$ cat config.mk
export PLATFORM = sky130hd
export DESIGN_NAME = uart_rx_top
export DESIGN_NICKNAME = d
export VERILOG_FILES = /design/src/rtl/uart_rx_top.sv
export SDC_FILE = /design/constraint.sdc
export NUM_CORES = 1
export LEC_CHECK = 0
export CAP_MARGIN = 10
export CORE_UTILIZATION = 38
export CTS_CLUSTER_SIZE = 16
export DETAILED_ROUTE_END_ITERATION = 7
export GPL_ROUTABILITY_DRIVEN = 0
export SETUP_SLACK_MARGIN = 0.05
export SYNTH_ARGS = -nofsm -noshare
export SYNTH_HDL_FRONTEND = slang
export SYNTH_SLANG_ARGS = --single-unit
$ cat constraint.sdc
create_clock -name CLK -period 1.75 [get_ports CLK]
set_input_delay 0.35 -clock CLK [delete_from_list [all_inputs] [get_ports CLK]]
set_output_delay 0.35 -clock CLK [all_outputs]
set_load 0.05 [all_outputs]
$ cat src/rtl/uart_rx_top.sv
// uart_rx_top -- oversampling UART receiver.
//
// Recovers frames of: start bit, DATA_WIDTH data bits (LSB first), optional
// parity bit, one stop bit. A good frame updates P_DATA with a one-cycle
// DATA_VALID pulse; parity and stop-bit problems pulse PARITY_ERROR /
// STOP_ERROR instead and leave P_DATA untouched.
//
// Parameters:
//   DATA_WIDTH    data bits per frame
//   OVERSAMPLE    CLK cycles per bit (even, >= 4)
// Ports:
//   CLK           sole clock, rising edge
//   RST           synchronous active-high reset
//   RX_IN         raw serial line, idle high, asynchronous to CLK
//   PARITY_ENABLE frame carries a parity bit (latched at start of frame)
//   PARITY_TYPE   0 = even, 1 = odd (latched at start of frame)
//   P_DATA        last good word
//   DATA_VALID    one-cycle pulse when P_DATA is updated
//   PARITY_ERROR  one-cycle pulse on parity mismatch
//   STOP_ERROR    one-cycle pulse when the stop bit reads 0
//
// Optional feature macro: UART_RX_MAJORITY_EN
//   When defined, every bit is a 2-of-3 vote over the samples at sample
//   point -1, 0 and +1, decided at sample point +1 (all timing one cycle later).

module uart_rx_top #(
    parameter int DATA_WIDTH = 8,
    parameter int OVERSAMPLE = 8
) (
    input  logic                  CLK,
    input  logic                  RST,
    input  logic                  RX_IN,
    input  logic                  PARITY_ENABLE,
    input  logic                  PARITY_TYPE,
    output logic [DATA_WIDTH-1:0] P_DATA,
    output logic                  DATA_VALID,
    output logic                  PARITY_ERROR,
    output logic                  STOP_ERROR
);

    localparam int CNT_W = $clog2(OVERSAMPLE);
    localparam int BIT_W = $clog2(DATA_WIDTH) + 1;

    localparam logic [CNT_W-1:0] CNT_ZERO = {CNT_W{1'b0}};
    localparam logic [CNT_W-1:0] CNT_ONE  = CNT_W'(1);
    localparam logic [CNT_W-1:0] CNT_LAST = CNT_W'(OVERSAMPLE - 1);
    localparam logic [BIT_W-1:0] BIT_ZERO = {BIT_W{1'b0}};
    localparam logic [BIT_W-1:0] BIT_ONE  = BIT_W'(1);
    localparam logic [BIT_W-1:0] BIT_LAST = BIT_W'(DATA_WIDTH - 1);

`ifdef UART_RX_MAJORITY_EN
    // Vote completes one cycle after the nominal mid-bit sample.
    localparam logic [CNT_W-1:0] DECIDE_AT = CNT_W'(OVERSAMPLE / 2);
`else
    localparam logic [CNT_W-1:0] DECIDE_AT = CNT_W'(OVERSAMPLE / 2 - 1);
`endif

    typedef enum logic [2:0] {
        IDLE   = 3'd0,
        START  = 3'd1,
        DATA   = 3'd2,
        PARITY = 3'd3,
        STOP   = 3'd4
    } state_t;

    // Expected parity bit for a data word: even -> XOR of data, odd -> inverted.
    function automatic logic parity_bit(input logic [DATA_WIDTH-1:0] data,
                                        input logic                  odd);
        return (^data) ^ odd;
    endfunction

    // 2-of-3 majority vote.
    function automatic logic majority3(input logic a, input logic b, input logic c);
        return (a & b) | (a & c) | (b & c);
    endfunction

    state_t                  state_r;
    state_t                  state_next_s;
    logic                    sync1_r;
    logic                    line_r;
    logic                    sample_s;
    logic [CNT_W-1:0]        cnt_r;
    logic [BIT_W-1:0]        bit_cnt_r;
    logic [DATA_WIDTH-1:0]   shift_r;
    logic                    pen_r;
    logic                    ptype_r;
    logic                    par_bad_r;
    logic                    at_sample_s;
    logic                    start_s;
    logic                    shift_s;
    logic                    par_chk_s;
    logic                    stop_eval_s;
    logic [DATA_WIDTH-1:0]   p_data_r;
    logic                    data_valid_r;
    logic                    parity_error_r;
    logic                    stop_error_r;

    // Two-flop synchroniser; resets to the idle (high) line level.
    always_ff @(posedge CLK) begin
        if (RST) begin
            sync1_r <= 1'b1;
            line_r  <= 1'b1;
        end else begin
            sync1_r <= RX_IN;
            line_r  <= sync1_r;
        end
    end

`ifdef UART_RX_MAJORITY_EN
    logic [1:0] hist_r;

    // Holds the line values of the two previous cycles for the three-point vote.
    always_ff @(posedge CLK) begin
        if (RST) begin
            hist_r <= 2'b11;
        end else begin
            hist_r <= {hist_r[0], line_r};
        end
    end

    assign sample_s = majority3(hist_r[1], hist_r[0], line_r);
`else
    assign sample_s = line_r;
`endif

    assign at_sample_s = (cnt_r == DECIDE_AT);

    // FSM state register.
    always_ff @(posedge CLK) begin
        if (RST) begin
            state_r <= IDLE;
        end else begin
            state_r <= state_next_s;
        end
    end

    // Next-state logic and per-sample strobes.
    always_comb begin
        state_next_s = state_r;
        start_s      = 1'b0;
        shift_s      = 1'b0;
        par_chk_s    = 1'b0;
        stop_eval_s  = 1'b0;
        case (state_r)
            IDLE: begin
                // IDLE looks at the raw synchronised line, not the vote.
                if (!line_r) begin
                    state_next_s = START;
                    start_s      = 1'b1;
                end else begin
                    state_next_s = IDLE;
                end
            end
            START: begin
                if (at_sample_s) begin
                    if (sample_s) begin
                        state_next_s = IDLE;   // glitch, not a start bit
                    end else begin
                        state_next_s = DATA;
                    end
                end else begin
                    state_next_s = START;
                end
            end
            DATA: begin
                if (at_sample_s) begin
                    shift_s = 1'b1;
                    if (bit_cnt_r == BIT_LAST) begin
                        if (pen_r) begin
                            state_next_s = PARITY;
                        end else begin
                            state_next_s = STOP;
                        end
                    end else begin
                        state_next_s = DATA;
                    end
                end else begin
                    state_next_s = DATA;
                end
            end
            PARITY: begin
                if (at_sample_s) begin
                    par_chk_s    = 1'b1;
                    state_next_s = STOP;
                end else begin
                    state_next_s = PARITY;
                end
            end
            STOP: begin
                // Leave right at the sample so a following start edge is caught.
                if (at_sample_s) begin
                    stop_eval_s  = 1'b1;
                    state_next_s = IDLE;
                end else begin
                    state_next_s = STOP;
                end
            end
            default: begin
                state_next_s = IDLE;
            end
        endcase
    end

    // Sample counter: the start-detect cycle is cycle 0 of the start bit.
    always_ff @(posedge CLK) begin
        if (RST) begin
            cnt_r <= CNT_ZERO;
        end else if (start_s) begin
            cnt_r <= CNT_ONE;
        end else if (state_r == IDLE) begin
            cnt_r <= CNT_ZERO;
        end else if (cnt_r == CNT_LAST) begin
            cnt_r <= CNT_ZERO;
        end else begin
            cnt_r <= cnt_r + CNT_ONE;
        end
    end

    // Per-frame state: bit count, data shifter, latched config, parity flag.
    always_ff @(posedge CLK) begin
        if (RST) begin
            bit_cnt_r <= BIT_ZERO;
            shift_r   <= {DATA_WIDTH{1'b0}};
            pen_r     <= 1'b0;
            ptype_r   <= 1'b0;
            par_bad_r <= 1'b0;
        end else if (start_s) begin
            bit_cnt_r <= BIT_ZERO;
            pen_r     <= PARITY_ENABLE;
            ptype_r   <= PARITY_TYPE;
            par_bad_r <= 1'b0;
        end else if (shift_s) begin
            bit_cnt_r <= bit_cnt_r + BIT_ONE;
            shift_r   <= {sample_s, shift_r[DATA_WIDTH-1:1]};   // LSB arrives first
        end else if (par_chk_s) begin
            par_bad_r <= (sample_s != parity_bit(shift_r, ptype_r));
        end else begin
            bit_cnt_r <= bit_cnt_r;
        end
    end

    // Registered result pulses, produced one cycle after the stop sample.
    always_ff @(posedge CLK) begin
        if (RST) begin
            p_data_r       <= {DATA_WIDTH{1'b0}};
            data_valid_r   <= 1'b0;
            parity_error_r <= 1'b0;
            stop_error_r   <= 1'b0;
        end else begin
            data_valid_r   <= stop_eval_s & sample_s & ~par_bad_r;
            parity_error_r <= stop_eval_s & par_bad_r;
            stop_error_r   <= stop_eval_s & ~sample_s;
            if (stop_eval_s & sample_s & ~par_bad_r) begin
                p_data_r <= shift_r;
            end else begin
                p_data_r <= p_data_r;
            end
        end
    end

    assign P_DATA       = p_data_r;
    assign DATA_VALID   = data_valid_r;
    assign PARITY_ERROR = parity_error_r;
    assign STOP_ERROR   = stop_error_r;

endmodule

Word-level counts from Yosys, hierarchy flattened
Index checks and enable logic that the tools add are counted.
W data, S select, Z words.
{"block": "totals", "regBits": 34, "output_inout_bits": 11}
{"block": "classes", "n_addsub": 2, "eq_ne": 8, "mux": 18, "n_bitwise": 9, "n_reduce_logical": 6}
{"operator": "$mux W3", "n": 6}
{"operator": "$pmux W3 S5", "n": 1}
{"operator": "$mux W1", "n": 10}
{"operator": "$eq A3 B2 Y1 const B", "n": 3}
{"operator": "$reduce_xor A8 Y1", "n": 1}
{"operator": "$eq A3 B3 Y1 const B", "n": 2}
{"operator": "$add A4 B1 Y4 const B", "n": 1}
{"operator": "$and A1 B1 Y1", "n": 4}
{"operator": "$eq A4 B3 Y1 const B", "n": 1}
{"operator": "$not A1 Y1", "n": 4}
{"operator": "$reduce_and A2 Y1", "n": 2}
{"operator": "$reduce_or A4 Y1", "n": 1}
{"operator": "$add A3 B1 Y3 const B", "n": 1}
{"operator": "$eq A3 B1 Y1 const B", "n": 1}
{"operator": "$logic_not A3 Y1", "n": 1}
{"operator": "$mux W2", "n": 1}
{"operator": "$reduce_or A2 Y1", "n": 1}
{"operator": "$ne A1 B1 Y1", "n": 1}
{"operator": "$xor A1 B1 Y1", "n": 1}

Depth between registers and ports, before layout
Gate-level depths: netlist of run 1.
{"block": "logic_depth", "word_depth": 5, "depth_mapped": 8}

Worst setup path before layout of run 1
Ideal clock, no wire load.
{"block": "synth_path", "path_type": "register -> register", "from": "reg cnt_r[0]", "to": "reg p_data_r[0], in the netlist P_DATA[0]", "setup_time_ns": 0.128, "t_arrival_ns": 1.427, "required_ns": 1.622, "path_slack_ns": 0.196, "path_stages_with_launch": 9, "n_path_buf": 2, "period_less_slack_ns": 1.554, "cell_sequence": "dfxtp_1 ha_1 ha_1 clkbuf_1 nor2b_1 nand4_1 buf_4 mux2i_1 nor2_1"}
{"block": "synth_between", "elab_chain_len": 5}
{"item": "from (decl)", "line_no": "82", "text": "logic [CNT_W-1:0] cnt_r;"}
{"item": "from (signal assigned)", "line_no": "215", "text": "cnt_r <= cnt_r + CNT_ONE;"}
{"item": "$eq A3 B2 Y1", "line_no": "126", "text": "assign at_sample_s = (cnt_r == DECIDE_AT);"}
{"item": "$mux W1", "line_no": "191", "text": "if (at_sample_s) begin"}
{"item": "$mux W1", "line_no": "144", "text": "case (state_r)"}
{"item": "$and A1 B1 Y1 (2 in series)", "line_no": "253", "text": "if (stop_eval_s & sample_s & ~par_bad_r) begin"}
{"item": "to (signal assigned)", "line_no": "245", "text": "p_data_r <= {DATA_WIDTH{1'b0}};"}
{"item": "to (signal assigned)", "line_no": "254", "text": "p_data_r <= shift_r;"}
{"item": "to (signal assigned)", "line_no": "256", "text": "p_data_r <= p_data_r;"}
{"item": "to (decl)", "line_no": "93", "text": "logic [DATA_WIDTH-1:0] p_data_r;"}
No other way between the ends.
A chain may end at the register's enable or synchronous reset.

Final worst setup path of run 1
{"block": "layout_path", "from": "reg cnt_r[0]", "to": "reg bit_cnt_r[3]"}
{"block": "layout_between", "elab_chain_len": 3}
{"item": "$eq A3 B2 Y1", "line_no": "126"}
{"item": "$mux W1", "line_no": "166", "text": "if (at_sample_s) begin"}
{"item": "$mux W1", "line_no": "144"}
{"item": "to (signal assigned)", "line_no": "233", "text": "bit_cnt_r <= bit_cnt_r + BIT_ONE;"}
{"item": "to (signal assigned)", "line_no": "238", "text": "bit_cnt_r <= bit_cnt_r;"}
{"item": "to (decl)", "line_no": "83", "text": "logic [BIT_W-1:0] bit_cnt_r;"}
No other way between the ends.

==> results of run 1 <==
==> path summary, 6_finish.rpt <==
kind	endpoint	slack (ns)	from	cells past startpoint
max	bit_cnt_r[3]	0.18	cnt_r[0]	6
max reg2reg	bit_cnt_r[3]	0.18	cnt_r[0]	6
min	line_r	0.41	sync1_r	1
min reg2reg	line_r	0.41	sync1_r	1
==> Yosys cell counts, types with 3 or more instances <==
cell / count / area [um^2]
xor2_1: 3 / 26.3
dfxtp_1: 34 / 681
nand4_1: 3 / 18.8
nor2_1: 21 / 78.8
a21oi_1: 13 / 65.1
ha_1: 4 / 50.1
nor3_1: 5 / 25.0
clkbuf_1: 4 / 15.0
mux2i_1: 9 / 90.1
xnor2_1: 7 / 61.3
nand2_1: 20 / 75.1
inv_1: 7 / 26.3
==> per-layer routing <==
metal  up-vias  track usage (%)  part of all wire (%)
met5         -                0                     0
met4         0             7.67                   2.1
met3         7             4.35                   3.6
met2        20             22.1                    46
met1       490             16.7                    48
li1        546                -                     -
==> flip-flops by register name (all words and copies together), names as in the netlist, 3 cells and up <==
name and flops:
state_r 3, shift_r 8, P_DATA 8, bit_cnt_r 4, cnt_r 3
==> power breakdown <==
group | internal [uW] | leakage (uW) | switching (uW) | total (uW)
clock | 423 | 0.0000504 | 281 | 704
combinational | 25.0 | 0.000381 | 25.7 | 50.7
sequential | 780 | 0.000275 | 7.80 | 788
total | 1230 | 0.000706 | 315 | 1540
==> what timing repair did <==
action | in CTS | in global routing
resized for setup | 0 | 2
setup buffers | 0 | 0
endpoints found under the setup margin | 0 | 7
hold endpoints to repair | 0 | 0
==> critical path, delay by kind of cell, from the launching register on <==
| family | cells | cell delay [ns] |
|---|---|---|
| DFF | 1 | 0.34 |
| adders and majority gates | 2 | 0.44 |
| xor gates and xnor gates | 1 | 0.15 |
| and+or+nand+nor | 3 | 0.53 |
==> layout make-up <==
cell class | instances | area, um^2 | share of cell area, %
tap | 46 | 57.6 | 3.38
multi-input combinational | 106 | 684 | 40.3
clock inverter | 3 | 45.0 | 2.65
timing repair buffer | 17 | 138 | 8.09
clock buffer | 5 | 68.8 | 4.05
sequential | 34 | 681 | 40.0
inverter | 7 | 26.3 | 1.55
==> stage by stage <==
| stage | total power [uW] | cell area [um^2] | worst slack, ns |
|---|---|---|---|
| after floorplan | 839 | 1440 | 0.196 |
| after global placement | 855 | 1580 | 0.153 |
| after detailed placement | 856 | 1580 | 0.104 |
| after CTS | 1560 | 1690 | 0.0890 |
| after global routing | 1610 | 1700 | 0.0732 |
| final | 1540 | 1700 | 0.178 |
==> kinds of logic after synthesis <==
logic type / count (synthesis) / share of synthesized area [%]
AND/OR/NAND/NOR: 64 / 22.1
flip-flops: 34 / 47.4
AO/OA/AOI/OAI: 18 / 7.67
buffers and inverters: 17 / 5.32
XOR/XNOR: 11 / 7.67
multiplexers: 9 / 6.28
adder cells (fa/ha/maj): 4 / 3.49
==> results.toml, run 1 <==
[run_status]
status = "finished, final reports clean"

[pwr]
powerDensity_nw_per_um2 = 907
vdd_drop_max_mv = 0.442
leakage_uw = 0.000706

[floorplanning]
die_area_um2 = 4030
start_util_pct = 41.4
placementRows = 21
die_h_um = 63.5
die_x_um = 63.5
core_area_um2 = 3470
num_io_pins = 16

[cts]
ctsHoldBuffers = 0
cts_buffer_depth = 2
htree_levels = 2
cts_buffers = 5
clk_pin_slew_ns = 0.07
cts_sinks = 34
tritoncts = "done"
cts_root_buf = "clkbuf_8"
clock_latency_ns = 0.28

[synth]
ys_warn_count = 0
synthesis.area_um2 = 1440
async_reset_ff_share_pct = 0
synth_cell_type_count = 32
synth_seq_cells = 34
ys.flop_type = "dfxtp_1"
synth-edff-count = 0
ys_seq_area_share_pct = 47.4
syn_nets = 166
synth_cells = 157
syn_area_per_cell_um2 = 9.14

[grt]
grt_pass1_vias = 944
overflow = 0
antenna_found_initial = 0
grt_max_degree = 19
grt_pass1_wl_um = 4280
grtUsageTotal_pct = 14.0

[worst_setup_path]
slowest_delay_ns = 0.34
cp_cell_sequence = "ha_1, ha_2, and4bb_4, nand4_1, xor2_1, nor2_1"
crit_arrival_ns = 1.74
cp_data_required_time_ns = 1.92
worstSetupEndpointType = "register"
worst_path_max_delay_cell = "dfxtp_1"
critPathKind = "register to register"
cp_max_fo = 11
critPathLaunchType = "register"

[cells_and_area]
drive_gt1_share_pct = 15.7
fill_cells = 354
layout_common_cells = "dfxtp_1, nor2_1, nand2_1"
postLayoutCoreUtil_pct = 49.0
final-instance-count-excl-fill = 218
layout_commonest_cell = "dfxtp_1"
num_antenna_cells = 0
areaGrowthSynthToFinish_pct = 18.5
layout.nets = 180

[drt]
ant_nets = 0
num_vias = 1063
firstDrtPassIters = 4
vias_per_cell = 4.88
wl_per_cell_um = 11.6
drtIter0Drc = 50
routed_wl_um = 2520
drc_errors = 0

[timing]
fin_crit_ns = 1.57
fin_hold_ws_ns = 0.411
max_freq_mhz = 636
skew_ns = 0.00868
worst_pin_slew_ns = 0.431
relSlewSlack_pct = 71.1
setup_viol = 0
drv_slew = 0
finalCritPeriodShare_pct = 89.8
finalHoldViolCount = 0
fin_tns_setup_ns = 0
rsz0062_at_grt = "false"

[placement]
io_buffers = 15
dp_hpwl_um = 1820
placedCellCount = 210

[flow_run]
cap_viol_max_count = 0

[worst_hold_path]
hold_class = "register to register"
Note: power is estimated with default switching activity, not from simulation.
==> run 2, diff against run 1 <==
--- a/config.mk
+++ b/config.mk
@@ -9,6 +9,7 @@
 export CORE_UTILIZATION = 38
 export CTS_CLUSTER_SIZE = 16
 export DETAILED_ROUTE_END_ITERATION = 7
+export DONT_BUFFER_PORTS = 1
 export GPL_ROUTABILITY_DRIVEN = 0
 export SETUP_SLACK_MARGIN = 0.05
 export SYNTH_ARGS = -nofsm -noshare
==> run 2 against run 1 <==
Net effect: register-to-register slack improved by 0.02 ns; power decreased by 9.6%; sequential power about the same; cell area decreased by 8.2%; clock power decreased by 18%; critical endpoint is now P_DATA[3]; largest cell class unchanged.
==> results.toml, run 2 (synthesis results as in run 1) <==
[cells_and_area]
drive_gt1_share_pct = 8.97
postLayoutCoreUtil_pct = 45.0
layout_common_cells = "dfxtp_1, nor2_1, nand2_1"
fill_cells = 347
areaGrowthSynthToFinish_pct = 8.72
final_area_um2 = 1560
layout.nets = 164
num_antenna_cells = 0
layout_commonest_cell = "dfxtp_1"

[floorplanning]
die_x_um = 63.5
die_area_um2 = 4030
start_util_pct = 41.4
num_io_pins = 16
die_h_um = 63.5
core_area_um2 = 3470
placementRows = 21

[grt]
grtUsageTotal_pct = 13.9
antenna_found_initial = 0
overflow = 0
grt_pass1_vias = 957
grt_pass1_wl_um = 4270
grt_max_degree = 27

[timing]
fin_tns_setup_ns = 0
fin_crit_ns = 1.56
finalCritPeriodShare_pct = 88.9
worst_pin_slew_ns = 0.522
skew_ns = 0.00314
finalHoldViolCount = 0
max_freq_mhz = 643
rsz0062_at_grt = "false"
drv_slew = 0
setup_viol = 0
layout_setup_ws_ns = 0.194
relSlewSlack_pct = 65.1

[worst_setup_path]
worstSetupEndpointType = "register"
cp_data_required_time_ns = 1.92
critPathKind = "register to register"
crit_arrival_ns = 1.73
slowest_delay_ns = 0.33
cp_cell_sequence = "ha_1, ha_2, nor2b_1, nand4_1, buf_12, mux2i_1, nor2_1"
worst_path_max_delay_cell = "dfxtp_1"
cp_max_fo = 9
critPathLaunchType = "register"

[drt]
routed_wl_um = 2410
drtIter0Drc = 43
num_vias = 1022
vias_per_cell = 5.06
ant_nets = 0
drc_errors = 0
wl_per_cell_um = 11.9
firstDrtPassIters = 4

[cts]
clock_latency_ns = 0.28
clk_pin_slew_ns = 0.06
cts_setup_buffers = 0
cts_root_buf = "clkbuf_8"
cts_buffer_depth = 2
cts_buffers = 5
tritoncts = "done"
htree_levels = 2
cts_sinks = 34

[flow_run]
cap_viol_max_count = 0

[placement]
io_buffers = 0
placed_area_um2 = 1460
dp_slack_ns = 0.0809
dp_hpwl_um = 1720

[pwr]
leakage_uw = 0.000630
powerDensity_nw_per_um2 = 894
vdd_drop_max_mv = 0.262

[worst_hold_path]
hold_class = "input port to register"

[run_status]
status = "finished, final reports clean"
==> run 2: changes by cell type in the layout (fill, tap and decap cells not counted), sizes merged <==
cell and delta:
clkdlybuf4s50 -4, clkinvlp -2, bufinv -1, clkinv +1
clkbuf +2, buf -12
==> run 2: timing repair <==
item,CTS,global route
endpoints found under the setup margin,0,8
resized for setup,0,2
hold buffers,0,0
==> run 2: cell type report <==
cell class | count | area (um^2) | share of cell area (%)
inverters | 7 | 26.3 | 1.68
repair buffers | 1 | 20.0 | 1.28
flip-flops and latches | 34 | 681 | 43.6
well taps | 46 | 57.6 | 3.69
clock buffers | 7 | 86.3 | 5.53
multi-input cells | 106 | 684 | 43.9
clock inverters | 1 | 5.00 | 0.321
==> run 2: worst max-delay path, delay by kind of cell (launching register included) <==
family                   cells  cell delay, ns
adder cells (fa/ha/maj)      2            0.43
AND/OR/NAND/NOR              3            0.34
flip-flops                   1            0.33
buffers and inverters        1            0.20
multiplexers                 1            0.15
==> run 2: worst paths after layout <==
kind	slack (ns)	to	from	cells past startpoint
worst max-delay path	0.19	P_DATA[3]	cnt_r[0]	7
worst max register to register	0.19	P_DATA[3]	cnt_r[0]	7
worst min register to register	0.41	line_r	sync1_r	1
worst min-delay path	0.14	pen_r	RST	1
==> run 2: layer usage <==
layer	wire length [um]	up-vias	part of all wire, %	track usage, %
met5	0	-	0	0
met4	29	0	1.2	5.97
met3	134	5	5.6	4.71
met2	1080	25	45	22.7
met1	1160	474	48	16.3
li1	-	518	-	-
==> run 2: stage by stage <==
stage	total power, uW	hold slack, ns	std cells
finish	1400	0.137	202
global route	1460	0.119	202
CTS	1420	0.127	202
detailed placement	837	0.393	194
global placement	836	0.393	194
floorplan	839	0.389	157
==> run 2: where the power goes <==
part | internal [uW] | leakage, uW | switching (uW) | total [uW]
logic | 16.0 | 0.000307 | 15.4 | 31.4
registers | 780 | 0.000275 | 7.89 | 788
clock network | 317 | 0.0000482 | 259 | 576
==> run 3, diff against run 2 <==
==> constraint.sdc (replaced) <==
create_clock -name CLK -period 1.75 [get_ports CLK]
set_input_delay 0.175 -clock CLK [delete_from_list [all_inputs] [get_ports CLK]]
set_output_delay 0.175 -clock CLK [all_outputs]
set_load 0.05 [all_outputs]
==> run 3 against run 2 <==
Net effect: critical path depth unchanged; clock power about the same; register-to-register slack hardly changed; largest power group unchanged; sequential power hardly changed; critical path type unchanged; worst setup slack better by 0.0030 ns; largest cell class unchanged; clock-buffer cell count is the same; sequential cell count did not move; worst hold slack worse by 0.12 ns; wire length up 1.3%; via count shrank 0.59%; sequential share of layout area shrank 0.82 points; highest routed layer unchanged; global-route usage increased by 0.15 points.
==> results.toml, run 3 (synthesis results as in run 1) <==
[run_status]
status = "finished, final reports clean"

[worst_setup_path]
worstSetupEndpointType = "register"
crit_arrival_ns = 1.69
slowest_delay_ns = 0.34
critPathLaunchType = "register"
worst-path-buf-inv = 1
cp_data_required_time_ns = 1.89
worst_path_max_delay_cell = "dfxtp_1"
cp_cell_sequence = "ha_1, ha_4, nor2b_1, nand4_1, buf_12, mux2i_1, nor2_1"
critPathKind = "register to register"
cpLargestDelayFamily = "adder cells"
cp_max_fo = 9

[grt]
overflow = 0
grt_max_degree = 22
grtUsageTotal_pct = 14.0
grt_pass1_wl_um = 4310
grt_pass1_vias = 956
antenna_found_initial = 0

[placement]
placed_area_um2 = 1460
dp_hpwl_um = 1720
placedCellCount = 194
io_buffers = 0

[cts]
cts_sinks = 34
cts_buffer_depth = 2
clk_pin_slew_ns = 0.06
tritoncts = "done"
cts_setup_buffers = 0
clock_latency_ns = 0.28
htree_levels = 2
cts_buffers = 5
cts_root_buf = "clkbuf_8"

[timing]
fin_crit_ns = 1.55
drv_slew = 0
finalHoldViolCount = 0
relSlewSlack_pct = 47.8
rsz0062_at_grt = "false"
skew_ns = 0.00321
fin_tns_setup_ns = 0
finalCritPeriodShare_pct = 88.8
max_freq_mhz = 644
setup_viol = 0
worst_pin_slew_ns = 0.780
fin_hold_ws_ns = 0.0138

[drt]
routed-wl-met2_um = 1100
wl_per_cell_um = 12.0
drtIter0Drc = 48
wl_met1_um = 1180
ant_nets = 0
firstDrtPassIters = 4
vias_per_cell = 4.98
wl_met3_um = 128
drc_errors = 0
num_vias = 1016
highest_layer = "met4"
routed_wl_um = 2440

[cells_and_area]
layout_common_cells = "dfxtp_1, nor2_1, nand2_1"
fill_cells = 347
layout_commonest_cell = "dfxtp_1"
layout.nets = 166
num_antenna_cells = 0
postLayoutCoreUtil_pct = 45.9
drive_gt1_share_pct = 8.86
final-instance-count-excl-fill = 204
final_area_um2 = 1590
areaGrowthSynthToFinish_pct = 10.8

[pwr]
leakage_uw = 0.000640
vdd_drop_max_mv = 0.263
powerDensity_nw_per_um2 = 883

[floorplanning]
die_x_um = 63.5
die_h_um = 63.5
die_area_um2 = 4030
core_area_um2 = 3470
num_io_pins = 16
start_util_pct = 41.4
placementRows = 21

[flow_run]
cap_viol_max_count = 0

[worst_hold_path]
hold_class = "input port to register"
[run 3: power by group]
part | switching, uW | internal (uW)
Clock | 258 | 317
Combinational | 23.1 | 19.0
Sequential | 7.97 | 780
[run 3: area by class of cell]
class | instances | area [um^2] | area share (%)
Clock buffer | 7 | 86.3 | 5.43
Timing Repair Buffer | 3 | 40.0 | 2.52
Inverter | 7 | 26.3 | 1.65
Sequential cell | 34 | 681 | 42.8
Clock inverter | 1 | 5.00 | 0.315
Tap cell | 46 | 57.6 | 3.62
Multi-Input combinational cell | 106 | 694 | 43.7
[run 3: path summary, 6_finish.rpt]
kind               endpoint  slack [ns]     start  cells after the start
hold reg to reg      line_r        0.41   sync1_r                      1
setup / recovery  P_DATA[5]        0.20  cnt_r[0]                      7
hold / removal     cnt_r[0]        0.01       RST                      1
setup reg to reg  P_DATA[5]        0.20  cnt_r[0]                      7
[run 3: through the flow]
stage,power [uW],worst slack [ns]
after CTS,1430,0.0735
final,1400,0.197
after floorplan,839,0.196
after detailed placement,837,0.0809
after global routing,1470,0.0897
after global placement,836,0.158
[run 3: repair_timing]
item	4_1_cts	5_1_grt
endpoints found under the hold margin	21	0
endpoints found under the setup margin	0	10
hold buffers	2	0
gates resized for setup	0	3
[run 3: per-layer routing]
| metal | global-route usage [%] | up-vias |
|---|---|---|
| met4 | 5.97 | 0 |
| li1 | - | 520 |
| met2 | 23.3 | 19 |
| met5 | 0 | - |
| met1 | 16.3 | 472 |
| met3 | 4.71 | 5 |
